<file path="config.mk">
export PLATFORM = sky130hd
export DESIGN_NAME = alu_ctrl_seq_flat
export DESIGN_NICKNAME = d
export VERILOG_FILES = /design/src/rtl/alu_ctrl_seq_if.sv /design/src/rtl/alu_ctrl_seq.sv /design/src/flat_wrapper.sv
export SDC_FILE = /design/constraint.sdc
export NUM_CORES = 1
export LEC_CHECK = 0
export CORE_ASPECT_RATIO = 0.8
export CORE_MARGIN = 1.5
export CORE_UTILIZATION = 46
export DETAILED_ROUTE_END_ITERATION = 10
export MAX_ROUTING_LAYER = met4
export PLACE_DENSITY = 0.8
export SYNTH_ARGS = -nofsm -noshare
export SYNTH_HDL_FRONTEND = slang
export SYNTH_SLANG_ARGS = --single-unit
</file>
<file path="constraint.sdc">
create_clock -name clk -period 3.1 [get_ports clk]
set_input_delay 0.62 -clock clk [delete_from_list [all_inputs] [get_ports clk]]
set_output_delay 0.62 -clock clk [all_outputs]
set_load 0.02 [all_outputs]
</file>
<file path="src/rtl/alu_ctrl_seq_if.sv">
// Instruction handshake, decoded control outputs and ALU status between
// fetch, the sequencer and the datapath.
interface alu_ctrl_seq_if;
    logic        instr_valid;
    logic [31:0] instr;
    logic        instr_ready;
    logic [4:0]  rs_addr;
    logic [4:0]  rt_addr;
    logic [4:0]  rd_addr;
    logic        rf_we;
    logic [31:0] imm;
    logic        ALUimm;
    logic        ALUfn;
    logic        logicfn;
    logic        fnClass;
    logic        zFlag;
    logic        carryFlag;
    logic        signFlag;
    logic        overflowFlag;
    logic [3:0]  flags_q;
    logic        done;
    logic        illegal;

    modport slave (
        input  instr_valid, instr,
        input  zFlag, carryFlag, signFlag, overflowFlag,
        output instr_ready, rs_addr, rt_addr, rd_addr, rf_we, imm,
        output ALUimm, ALUfn, logicfn, fnClass, flags_q, done, illegal
    );

    modport master (
        output instr_valid, instr,
        output zFlag, carryFlag, signFlag, overflowFlag,
        input  instr_ready, rs_addr, rt_addr, rd_addr, rf_we, imm,
        input  ALUimm, ALUfn, logicfn, fnClass, flags_q, done, illegal
    );
endinterface

</file>
<file path="src/rtl/alu_ctrl_seq.sv">
// Multi-cycle ALU control sequencer: accepts an instruction, decodes it,
// holds ALU selects through execute, latches flags and strobes writeback.
//
//   state    | meaning
//   S_IDLE   | instr_ready high, waiting for instr_valid
//   S_DECODE | decode captured instr, register controls; pulse illegal
//   S_EXEC   | controls stable; flags sampled at closing edge (adder ops)
//   S_WB     | done pulse, rf_we unless destination is register 0
module alu_ctrl_seq #(
    parameter bit SIGN_EXT = 1'b1
) (
    input  logic           clk,
    input  logic           reset,
    alu_ctrl_seq_if.slave  bus
);

    typedef enum logic [1:0] {
        S_IDLE   = 2'd0,
        S_DECODE = 2'd1,
        S_EXEC   = 2'd2,
        S_WB     = 2'd3
    } state_t;

    localparam logic [5:0] OP_ADD  = 6'b000000;
    localparam logic [5:0] OP_ADDI = 6'b000001;
    localparam logic [5:0] OP_NEG  = 6'b000010;
    localparam logic [5:0] OP_AND  = 6'b000011;
    localparam logic [5:0] OP_XOR  = 6'b000100;

    state_t      state_q, state_d;
    logic [31:0] instr_q, instr_d;
    logic [4:0]  rs_q, rs_d;
    logic [4:0]  rt_q, rt_d;
    logic [4:0]  rd_q, rd_d;
    logic [31:0] imm_q, imm_d;
    logic [3:0]  sel_q, sel_d;      // {ALUimm, ALUfn, logicfn, fnClass}
    logic [3:0]  flg_q, flg_d;      // {Z, C, S, V}

    logic [5:0]  opcode;
    logic        dec_legal;
    logic        dec_dest_rt;
    logic [3:0]  dec_sel;
    logic [31:0] dec_imm;

    assign opcode = instr_q[31:26];

    always_comb begin
        dec_legal   = 1'b1;
        dec_dest_rt = 1'b0;
        dec_sel     = 4'b0000;
        case (opcode)
            OP_ADD:  dec_sel = 4'b0000;
            OP_ADDI: begin
                dec_sel     = 4'b1000;
                dec_dest_rt = 1'b1;
            end
            OP_NEG:  dec_sel = 4'b0100;
            OP_AND:  dec_sel = 4'b0001;
            OP_XOR:  dec_sel = 4'b0011;
            default: dec_legal = 1'b0;
        endcase
    end

    assign dec_imm = SIGN_EXT ? {{16{instr_q[15]}}, instr_q[15:0]}
                              : {16'h0000, instr_q[15:0]};

    always_ff @(posedge clk or posedge reset) begin
        if (reset) begin
            state_q <= S_IDLE;
            instr_q <= '0;
            rs_q    <= '0;
            rt_q    <= '0;
            rd_q    <= '0;
            imm_q   <= '0;
            sel_q   <= '0;
            flg_q   <= '0;
        end else begin
            state_q <= state_d;
            instr_q <= instr_d;
            rs_q    <= rs_d;
            rt_q    <= rt_d;
            rd_q    <= rd_d;
            imm_q   <= imm_d;
            sel_q   <= sel_d;
            flg_q   <= flg_d;
        end
    end

    always_comb begin
        state_d = state_q;
        instr_d = instr_q;
        rs_d    = rs_q;
        rt_d    = rt_q;
        rd_d    = rd_q;
        imm_d   = imm_q;
        sel_d   = sel_q;
        flg_d   = flg_q;
        case (state_q)
            S_IDLE: begin
                if (bus.instr_valid) begin
                    instr_d = bus.instr;
                    state_d = S_DECODE;
                end
            end
            S_DECODE: begin
                rs_d  = instr_q[25:21];
                rt_d  = instr_q[20:16];
                rd_d  = dec_dest_rt ? instr_q[20:16] : instr_q[15:11];
                imm_d = dec_imm;
                // An undefined opcode leaves every ALU select inactive.
                sel_d   = dec_legal ? dec_sel : 4'b0000;
                state_d = dec_legal ? S_EXEC : S_IDLE;
            end
            S_EXEC: begin
                if (!sel_q[0]) begin
                    flg_d = {bus.zFlag, bus.carryFlag, bus.signFlag, bus.overflowFlag};
                end
                state_d = S_WB;
            end
            S_WB: begin
                state_d = S_IDLE;
            end
            default: state_d = S_IDLE;
        endcase
    end

    assign bus.instr_ready = (state_q == S_IDLE);
    assign bus.illegal     = (state_q == S_DECODE) && !dec_legal;
    assign bus.done        = (state_q == S_WB);
    assign bus.rf_we       = (state_q == S_WB) && (rd_q != 5'd0);
    assign bus.rs_addr     = rs_q;
    assign bus.rt_addr     = rt_q;
    assign bus.rd_addr     = rd_q;
    assign bus.imm         = imm_q;
    assign bus.ALUimm      = sel_q[3];
    assign bus.ALUfn       = sel_q[2];
    assign bus.logicfn     = sel_q[1];
    assign bus.fnClass     = sel_q[0];
    assign bus.flags_q     = flg_q;

endmodule

</file>
<file path="src/flat_wrapper.sv">
// flat-port wrapper written by rule: the top's interface ports become plain ports
module alu_ctrl_seq_flat 
#(
    parameter bit SIGN_EXT = 1'b1
)
  (clk, reset, bus_instr_valid, bus_instr, bus_zFlag, bus_carryFlag, bus_signFlag, bus_overflowFlag, bus_instr_ready, bus_rs_addr, bus_rt_addr, bus_rd_addr, bus_rf_we, bus_imm, bus_ALUimm, bus_ALUfn, bus_logicfn, bus_fnClass, bus_flags_q, bus_done, bus_illegal);
  alu_ctrl_seq_if bus_i ();
  input  logic clk;
  input  logic reset;
  input wire logic [$bits(bus_i.instr_valid)-1:0] bus_instr_valid;
  input wire logic [$bits(bus_i.instr)-1:0] bus_instr;
  input wire logic [$bits(bus_i.zFlag)-1:0] bus_zFlag;
  input wire logic [$bits(bus_i.carryFlag)-1:0] bus_carryFlag;
  input wire logic [$bits(bus_i.signFlag)-1:0] bus_signFlag;
  input wire logic [$bits(bus_i.overflowFlag)-1:0] bus_overflowFlag;
  output wire logic [$bits(bus_i.instr_ready)-1:0] bus_instr_ready;
  output wire logic [$bits(bus_i.rs_addr)-1:0] bus_rs_addr;
  output wire logic [$bits(bus_i.rt_addr)-1:0] bus_rt_addr;
  output wire logic [$bits(bus_i.rd_addr)-1:0] bus_rd_addr;
  output wire logic [$bits(bus_i.rf_we)-1:0] bus_rf_we;
  output wire logic [$bits(bus_i.imm)-1:0] bus_imm;
  output wire logic [$bits(bus_i.ALUimm)-1:0] bus_ALUimm;
  output wire logic [$bits(bus_i.ALUfn)-1:0] bus_ALUfn;
  output wire logic [$bits(bus_i.logicfn)-1:0] bus_logicfn;
  output wire logic [$bits(bus_i.fnClass)-1:0] bus_fnClass;
  output wire logic [$bits(bus_i.flags_q)-1:0] bus_flags_q;
  output wire logic [$bits(bus_i.done)-1:0] bus_done;
  output wire logic [$bits(bus_i.illegal)-1:0] bus_illegal;
  assign bus_i.instr_valid = bus_instr_valid;
  assign bus_i.instr = bus_instr;
  assign bus_i.zFlag = bus_zFlag;
  assign bus_i.carryFlag = bus_carryFlag;
  assign bus_i.signFlag = bus_signFlag;
  assign bus_i.overflowFlag = bus_overflowFlag;
  assign bus_instr_ready = bus_i.instr_ready;
  assign bus_rs_addr = bus_i.rs_addr;
  assign bus_rt_addr = bus_i.rt_addr;
  assign bus_rd_addr = bus_i.rd_addr;
  assign bus_rf_we = bus_i.rf_we;
  assign bus_imm = bus_i.imm;
  assign bus_ALUimm = bus_i.ALUimm;
  assign bus_ALUfn = bus_i.ALUfn;
  assign bus_logicfn = bus_i.logicfn;
  assign bus_fnClass = bus_i.fnClass;
  assign bus_flags_q = bus_i.flags_q;
  assign bus_done = bus_i.done;
  assign bus_illegal = bus_i.illegal;
  alu_ctrl_seq #(.SIGN_EXT(SIGN_EXT)) u_core (.clk(clk), .reset(reset), .bus(bus_i));
endmodule
</file>
==> results.json <==
{
  "status": "finished clean",
  "insertion_delay_ns": 0.33,
  "synthCells": 269,
  "relSlewSlack_pct": 48.16,
  "clkTransAtPathRegs_ns": 0.07,
  "cts.sinks": 73,
  "antenna_cells": 0,
  "fin_crit_sh_pct": 91.32,
  "syn_avg_cell_area_um2": 11.28,
  "clock_skew_ns": 0.006990,
  "ys_top_cells_by_area": "dfrtp_1, mux2_2, nand2_1",
  "crit_path_max_incr_delay_ns": 0.67,
  "mostFrequentLayoutCells": "clkdlybuf4s50_1, nand2_1, dfrtp_1",
  "synth_nets": 308,
  "slew_viol_final": 0,
  "cts.htree.levels": 3,
  "cap_violations": 0,
  "hold_class": "flip-flop to flip-flop",
  "critPathTopFamily": "simple AND/OR/NAND/NOR gates",
  "cts_tree": "done",
  "core_mm2": 0.006376,
  "grt_usage_pct": 19.79,
  "setup_tns_ns": 0,
  "layout-drive-gt1-share_pct": 16.90,
  "cts-hold-fix-buffers": 0,
  "grt_pass1_vias": 2110,
  "ant_nets": 0,
  "ios": 98,
  "dr.first_iter.drc_count": 150,
  "ys_seq_area_share_pct": 60.21,
  "final_util_pct": 65.21,
  "cts_setup_buffers": 0,
  "yosysTopAreaCellShare_pct": 60.21,
  "cp.arrival_ns": 2.21,
  "setup_slack_ns": 0.2691,
  "portBuffers": 97,
  "drc": 0,
  "grt_antenna_before_repair": 0,
  "synthDistinctLibCells": 28,
  "hold_viol": 0,
  "period_needed_ns": 2.831,
  "grt_pass1_wl_um": 10070,
  "cts_resized": 0,
  "critPathCaptureType": "primary output",
  "clock_path_buffers": 2,
  "gp_congestion": 0.8053,
  "path_class": "flip-flop to primary output",
  "layout.cells.most_common": "clkdlybuf4s50_1",
  "rrSetupSlack_ns": 1.45,
  "crit_chain": "or4_1 -> and3_1 -> clkdlybuf4s50_1",
  "powerDensity_mw_per_mm2": 1134,
  "ys_ff_latch": 73,
  "whs_ns": 0.4652,
  "critical_path_buf_inv_count": 1,
  "detail_route.wl_per_cell_um": 14.23,
  "yosysWarnings": 0,
  "vias": 2108,
  "start_util_pct": 47.59,
  "fp-row-count": 26,
  "avgViaCountPerCell": 4.802,
  "place_hpwl_um": 4299,
  "routed_wl_um": 6245,
  "leakagePower_uw": 0.001841,
  "fin_nets": 390,
  "slowest_stage": "or4_1",
  "die_area_mm2": 0.007095,
  "setup_violations": 0,
  "ir_drop_mv": 0.5003,
  "fill_cells": 516,
  "netlist.top_cell.by_area": "dfrtp_1",
  "cts_root_buf": "clkbuf_8",
  "max_freq_mhz": 353.2,
  "place_ws_ns": 0.6243,
  "cp.required_ns": 2.48,
  "critPathMaxFanout": 7,
  "die_y_um": 75.64,
  "numCtsBuffers": 9,
  "dr.pass1.iters": 5,
  "rsz0062_at_grt": "no",
  "dieWidth_um": 93.80,
  "grt_max_degree": 43,
  "gr-total-overflow": 0,
  "area_growth_pct": 37.03,
  "cp-start-kind": "flip-flop",
  "synthesis.area_mm2": 0.003034,
  "tightest_slew_ns": 0.7777
}
## power by group
| group | switching [uW] | internal [uW] | leakage, uW |
|---|---|---|---|
| logic | 1130 | 1090 | 0.000860 |
| clock network | 322 | 409 | 0.000102 |
| registers | 350 | 1420 | 0.000879 |
| total | 1800 | 2910 | 0.00184 |
## routing by layer
layer / track usage, % / up-vias / routed length (um)
met1: 24.72 / 1004 / 2836
met2: 31.64 / 67 / 2984
met3: 5.289 / 6 / 356
met4: 6.965 / 0 / 68
li1: - / 1031 / -
met5: - / - / 0
## logic make-up (layout without fill, tap and decap cells)
logic type	Yosys count	count (layout)	share of synthesized area (%)
flip-flops	73	73	60.21
AO/OA/AOI/OAI	22	22	4.495
multiplexers	36	36	13.48
AND/OR/NAND/NOR	105	105	14.64
buffers and inverters	33	119	7.175
## stage by stage
| step | instance area (um^2) | instances | power (uW) |
|---|---|---|---|
| 6_report | 4158 | 439 | 4713 |
| 5_1_grt | 4158 | 439 | 5056 |
| 4_1_cts | 4158 | 439 | 4771 |
| 3_5_place_dp | 3963 | 424 | 4028 |
| 3_3_place_gp | 3963 | 424 | 3952 |
| 2_1_floorplan | 3034 | 269 | 3179 |
## cell type report
cell class              count  area [um^2]  area share, %
flip-flops and latches     73         1827          43.94
clock buffers              12        155.1          3.732
well taps                  84        105.1          2.528
multi-input cells         163        996.0          23.95
repair buffers            100         1018          24.50
clock inverters             3        40.04         0.9630
inverters                   4        16.27         0.3912
## worst min-delay path, delay by kind of cell (launching register included)
family           cells  cell delay [ns]
flip-flops           1             0.34
AND/OR/NAND/NOR      2             0.10
## cell usage after synthesis
| library cell | number |
|---|---|
| dfrtp_1 | 73 |
| clkbuf_1 | 1 |
| inv_1 | 4 |
| and2_1 | 2 |
| mux2_4 | 1 |
| nor2_2 | 1 |
| nor3_1 | 1 |
| nor4_4 | 1 |
| o31ai_2 | 1 |
| o21ai_1 | 5 |
| nand3_1 | 1 |
| a32o_1 | 1 |
| a31oi_1 | 6 |
| o2111ai_1 | 1 |
| buf_2 | 9 |
| o21a_1 | 1 |
| nor2b_1 | 2 |
| nand4_1 | 1 |
| and3_1 | 1 |
| mux2_2 | 35 |
| buf_4 | 16 |
| a21oi_1 | 5 |
| nand2b_1 | 2 |
| o21ai_0 | 2 |
| or4_1 | 2 |
| nand2_1 | 80 |
| buf_6 | 3 |
| nor2_1 | 11 |
## final timing paths
check | start | to | cells past startpoint
worst max-delay path | u_core.instr_q[28] | bus_illegal | 3
worst min-delay path | u_core.instr_q[9] | u_core.bus.imm[9] | 2
worst max register to register | u_core.state_q[0] | u_core.instr_q[16] | 4
worst min register to register | u_core.instr_q[9] | u_core.bus.imm[9] | 2
max in group asynchronous | reset | u_core.bus.imm[0] | 3
min in group asynchronous | reset | u_core.instr_q[8] | 2
## flip-flops by register name (all words and copies together), names as in the netlist, named ones only
register	cells
u_core.bus.flags_q	4
u_core.bus.rs_addr	5
u_core.state_q	1
u_core.sel_q	4
u_core.instr_q	32
u_core.bus.imm	16
u_core.bus.rd_addr	5
u_core.bus.rt_addr	5
(Power assumes the default switching activity.)
